## src/rtl/bin_to_bcd_seq.sv

```systemverilog
// Sequential shift-add-3 (double-dabble) binary-to-BCD converter.
// A conversion is accepted in IDLE. It runs WIDTH shift cycles in SHIFT,
// then FINISH publishes the digits together with a one-cycle done pulse.
module bin_to_bcd_seq #(
  parameter int WIDTH  = 16,
  parameter int DIGITS = 5
) (
  input  logic                  clk,
  input  logic                  rst,
  input  logic                  start,
  input  logic [WIDTH-1:0]      bin,
  output logic                  busy,
  output logic                  done,
  output logic [4*DIGITS-1:0]   bcd
);

  localparam int SRW = 4*DIGITS + WIDTH;
  localparam int CW  = $clog2(WIDTH + 1);

  localparam logic [1:0] S_IDLE   = 2'd0;
  localparam logic [1:0] S_SHIFT  = 2'd1;
  localparam logic [1:0] S_FINISH = 2'd2;

  logic [1:0]          r_state;
  logic [SRW-1:0]      r_sr;
  logic [CW-1:0]       r_cnt;
  logic                r_busy;
  logic                r_done;
  logic [4*DIGITS-1:0] r_bcd;

  logic [SRW-1:0]      w_adj;
  logic [SRW-1:0]      w_shift;

  // Add-3 adjustment of every BCD nibble in parallel, followed by the left shift
  always_comb begin
    w_adj = r_sr;
    for (int unsigned k = 0; k < DIGITS; k++) begin
      if (r_sr[WIDTH + 4*k +: 4] >= 4'd5)
        w_adj[WIDTH + 4*k +: 4] = r_sr[WIDTH + 4*k +: 4] + 4'd3;
    end
    w_shift = w_adj << 1;
  end

  // Control FSM, shift register, counter and registered outputs
  always_ff @(posedge clk) begin
    if (rst) begin
      r_state <= S_IDLE;
      r_sr    <= '0;
      r_cnt   <= '0;
      r_busy  <= 1'b0;
      r_done  <= 1'b0;
      r_bcd   <= '0;
    end else begin
      case (r_state)
        S_IDLE: begin
          r_done <= 1'b0;
          if (start) begin
            r_sr    <= SRW'(bin);
            r_cnt   <= CW'(WIDTH);
            r_busy  <= 1'b1;
            r_state <= S_SHIFT;
          end
        end
        S_SHIFT: begin
          r_sr  <= w_shift;
          r_cnt <= r_cnt - CW'(1);
          if (r_cnt == CW'(1))
            r_state <= S_FINISH;
        end
        S_FINISH: begin
          r_bcd   <= r_sr[SRW-1:WIDTH];
          r_done  <= 1'b1;
          r_busy  <= 1'b0;
          r_state <= S_IDLE;
        end
        default: begin
          r_state <= S_IDLE;
        end
      endcase
    end
  end

  assign busy = r_busy;
  assign done = r_done;
  assign bcd  = r_bcd;

endmodule

```

## config.mk

```make
export PLATFORM = sky130hd
export DESIGN_NAME = bin_to_bcd_seq
export DESIGN_NICKNAME = d
export VERILOG_FILES = /design/src/rtl/bin_to_bcd_seq.sv
export SDC_FILE = /design/constraint.sdc
export NUM_CORES = 1
export LEC_CHECK = 0
export ABC_AREA = 1
export CAP_MARGIN = 20
export CORE_UTILIZATION = 50
export DETAILED_ROUTE_END_ITERATION = 16
export PLACE_DENSITY_LB_ADDON = 0.25
export SYNTH_ARGS = -nofsm -noshare
export SYNTH_HDL_FRONTEND = slang
export SYNTH_SLANG_ARGS = --single-unit
export TNS_END_PERCENT = 5
```

## constraint.sdc

```tcl
create_clock -name clk -period 3.4 [get_ports clk]
set_input_delay 0.51 -clock clk [delete_from_list [all_inputs] [get_ports clk]]
set_output_delay 0.51 -clock clk [all_outputs]
set_load 0.05 [all_outputs]
```

==> flow_metrics.py <==
metrics = {
    "run_status": {
        "status": "finished clean",
    },
    "drt": {
        "drt_iter0_markers": 107,
        "drt_wl_total_microns": 5737,
        "via_count": 2629,
        "drc_errors": 0,
        "detail_route.vias_per_cell": 5.165,
        "antenna_left": 0,
        "routedWlPerCell_microns": 11.27,
        "dr.pass1.iters": 5,
    },
    "finish": {
        "area_delta_synth_final_pct": 18.76,
        "nets": 463,
        "layout-drive-gt1-share_pct": 4.577,
        "fill_cells": 521,
        "antennaDiodeCount": 0,
    },
    "placement": {
        "gp_congestion": 0.8107,
        "dp.final_hpwl_microns": 3696,
        "pre_cts_slack_ns": 1.519,
        "port-buffer-count": 40,
    },
    "critical_path": {
        "arrival_ns": 1.50,
        "crit_required_ns": 2.89,
        "crit_type": "reg2out",
        "worstSetupEndpointType": "primary output",
        "slowest_delay_ns": 0.82,
        "worstPathCellList": "clkdlybuf4s50_1",
        "cp_top_family": "buffers and inverters",
        "cp_num_buf_inv": 1,
        "crit_path_top_delay_cell": "clkdlybuf4s50_1",
        "cp_max_fo": 2,
        "start_kind": "flip-flop",
    },
    "synthesis": {
        "ys_seq_area_share_pct": 44.44,
        "avgSynthCellArea_sq_um": 7.338,
        "synthAdderAreaFrac_pct": 5.128,
        "netlist_area_sq_um": 2928,
        "synth.area.mux_share_pct": 0,
        "yosys.area_share.simple_pct": 24.66,
        "ys_types": 20,
        "synth_compound_area_share_pct": 16.32,
        "synth_top_family_by_area": "simple AND/OR/NAND/NOR gates",
        "synth.net_count": 430,
        "yosysWarnings": 0,
        "ys_seq_elements": 65,
        "synth-xor-area-share_pct": 0,
        "syn_inst": 399,
    },
    "die": {
        "rows": 27,
        "fp.dieW_microns": 78.52,
        "die_h_microns": 78.52,
        "boundaryPins": 41,
        "die_area_sq_um": 6165,
        "start_util_pct": 52.53,
        "core_area_sq_um": 5574,
    },
    "sta": {
        "hold_viol": 0,
        "post-route-period-util_pct": 59.05,
        "setup-tns-final_ns": 0,
        "drv_slew": 0,
        "setup_slack_ns": 1.392,
        "worstMarginPinSlew_ns": 0.9388,
        "min_period_ns": 2.008,
        "setup_viol": 0,
        "timing.fmax_mhz": 498.1,
        "fin_skew_ns": 0.006632,
        "rsz0062_at_grt": "no",
        "slew_headroom_pct": 37.35,
    },
    "power_and_ir_drop": {
        "power_leakage_nw": 1.392,
        "clkPwrFrac_pct": 37.8,
        "power_mw": 1.534,
        "ir_drop_mv": 0.2741,
        "switching_share_pct": 25.45,
        "intPower_mw": 1.144,
        "seq_power_share_pct": 52.4,
        "power_frac_comb_pct": 9.8,
        "switchingPower_uw": 390.5,
        "power_density_nw_per_um2": 441.2,
    },
    "job": {
        "drv_cap": 0,
    },
    "global_route": {
        "grt_pass1_vias": 2382,
        "antenna_found_initial": 0,
        "overflow": 0,
        "track_usage_pct": 20.64,
        "grt_pass1_wl_microns": 10010,
        "grt_max_degree": 41,
    },
    "clocking": {
        "ctsResizeCount": 0,
        "post-cts-setup-buffers": 0,
        "hold_buffers": 0,
        "clock_sinks": 65,
        "h-tree-depth": 3,
        "cts_tree": "built",
        "clk_latency_ns": 0.34,
        "clock_path_buffers": 2,
        "cts_made_buffers": 9,
        "clkTransAtPathRegs_ns": 0.07,
        "root_buffer": "clkbuf_8",
    },
    "worst_hold_path": {
        "hold_path.class": "reg2reg",
    },
}
cell families after synthesis:
family,Yosys count
compound gates,90
fa+ha+maj,12
buf+inv,59
flops,65
simple gates,173
worst reg2reg max path, cell delays in order, from the launching register on:
cell,delay [ns]
dfxtp_1,0.41
inv_2,0.08
nor2_4,0.65
nand2_1,0.20
inv_1,0.15
nand3_1,0.07
nand2_1,0.06
a21oi_1,0.05
cell type report:
| class | count | area [sq um] | area share, % |
|---|---|---|---|
| Inverter | 39 | 146.4 | 4.210 |
| Tap cell | 72 | 90.09 | 2.591 |
| Clock buffer | 13 | 158.9 | 4.570 |
| Multi-Input combinational cell | 275 | 1350 | 38.83 |
| Timing Repair Buffer | 42 | 415.4 | 11.95 |
| Sequential cell | 65 | 1301 | 37.42 |
| Clock inverter | 3 | 15.01 | 0.4318 |
layer usage:
| layer | vias up | GRT usage [%] | wire length, microns |
|---|---|---|---|
| met2 | 65 | 33.48 | 2635 |
| li1 | 1382 | - | - |
| met1 | 1170 | 25.20 | 2675 |
| met5 | - | 0 | 0 |
| met3 | 12 | 4.651 | 298 |
| met4 | 0 | 11.30 | 129 |
layout by cell type, fill, tap and decap left out, types with 11 or more instances in the layout:
cell / count
nor2_1: 23
dfxtp_1: 65
nand4_1: 11
inv_1: 37
clkbuf_8: 11
nand3_1: 27
o21ai_0: 32
nand2_1: 110
a31oi_1: 15
ha_1: 12
a21oi_1: 40
clkdlybuf4s50_1: 40
flip-flops by register name, indices dropped and copies added (netlist names):
| signal | cells |
|---|---|
| done | 1 |
| bcd | 20 |
| r_sr | 36 |
| r_cnt | 5 |
| r_state | 2 |
| busy | 1 |
per-stage QoR:
step | hold WS [ns] | std cells | util, % | cell area (sq um)
final | 0.4644 | 509 | 62.38 | 3477
after global routing | 0.4747 | 509 | 62.38 | 3477
after CTS | 0.4667 | 509 | 62.38 | 3477
after detailed placement | 0.4569 | 493 | 59.26 | 3303
after global placement | 0.4509 | 493 | 59.26 | 3303
after floorplan | 0.4435 | 399 | - | 2928
synth_stat cells (all sizes together):
| library cell | count | area, sq um |
|---|---|---|
| dfxtp | 65 | 1301 |
| o21ai | 33 | 168.9 |
| clkbuf | 5 | 18.77 |
| a31oi | 15 | 93.84 |
| nand4 | 11 | 68.82 |
| a22oi | 1 | 7.510 |
| ha | 12 | 150.1 |
| nor2 | 24 | 97.59 |
| nand3 | 27 | 135.1 |
| a21oi | 40 | 200.2 |
| a211oi | 1 | 7.510 |
| inv | 39 | 146.4 |
| buf | 15 | 111.4 |
| nand3b | 1 | 7.510 |
| nand2 | 110 | 412.9 |
path summary, 6_finish.rpt:
check                                             start                    end  slack [ns]  cells after the start
worst max-delay path                  busy$_SDFFE_PP0P_                   busy        1.39                      1
worst min-delay path              r_sr[35]$_SDFFE_PP0P_  r_sr[35]$_SDFFE_PP0P_        0.46                      2
worst max register to register  r_state[0]$_SDFFE_PP0P_  r_cnt[4]$_SDFFE_PP0P_        1.62                      7
worst min register to register    r_sr[35]$_SDFFE_PP0P_  r_sr[35]$_SDFFE_PP0P_        0.46                      2
power groups by stage:
| stage | registers [mW] | logic [mW] | clock network [mW] |
|---|---|---|---|
| finish | 0.804 | 0.150 | 0.581 |
| global route | 0.806 | 0.169 | 0.628 |
| global placement | 0.820 | 0.149 | 0 |
| floorplan | 0.834 | 0.0985 | 0 |
| detailed placement | 0.820 | 0.152 | 0 |
| CTS | 0.804 | 0.152 | 0.600 |
Note: power is estimated with default switching activity, not from simulation.
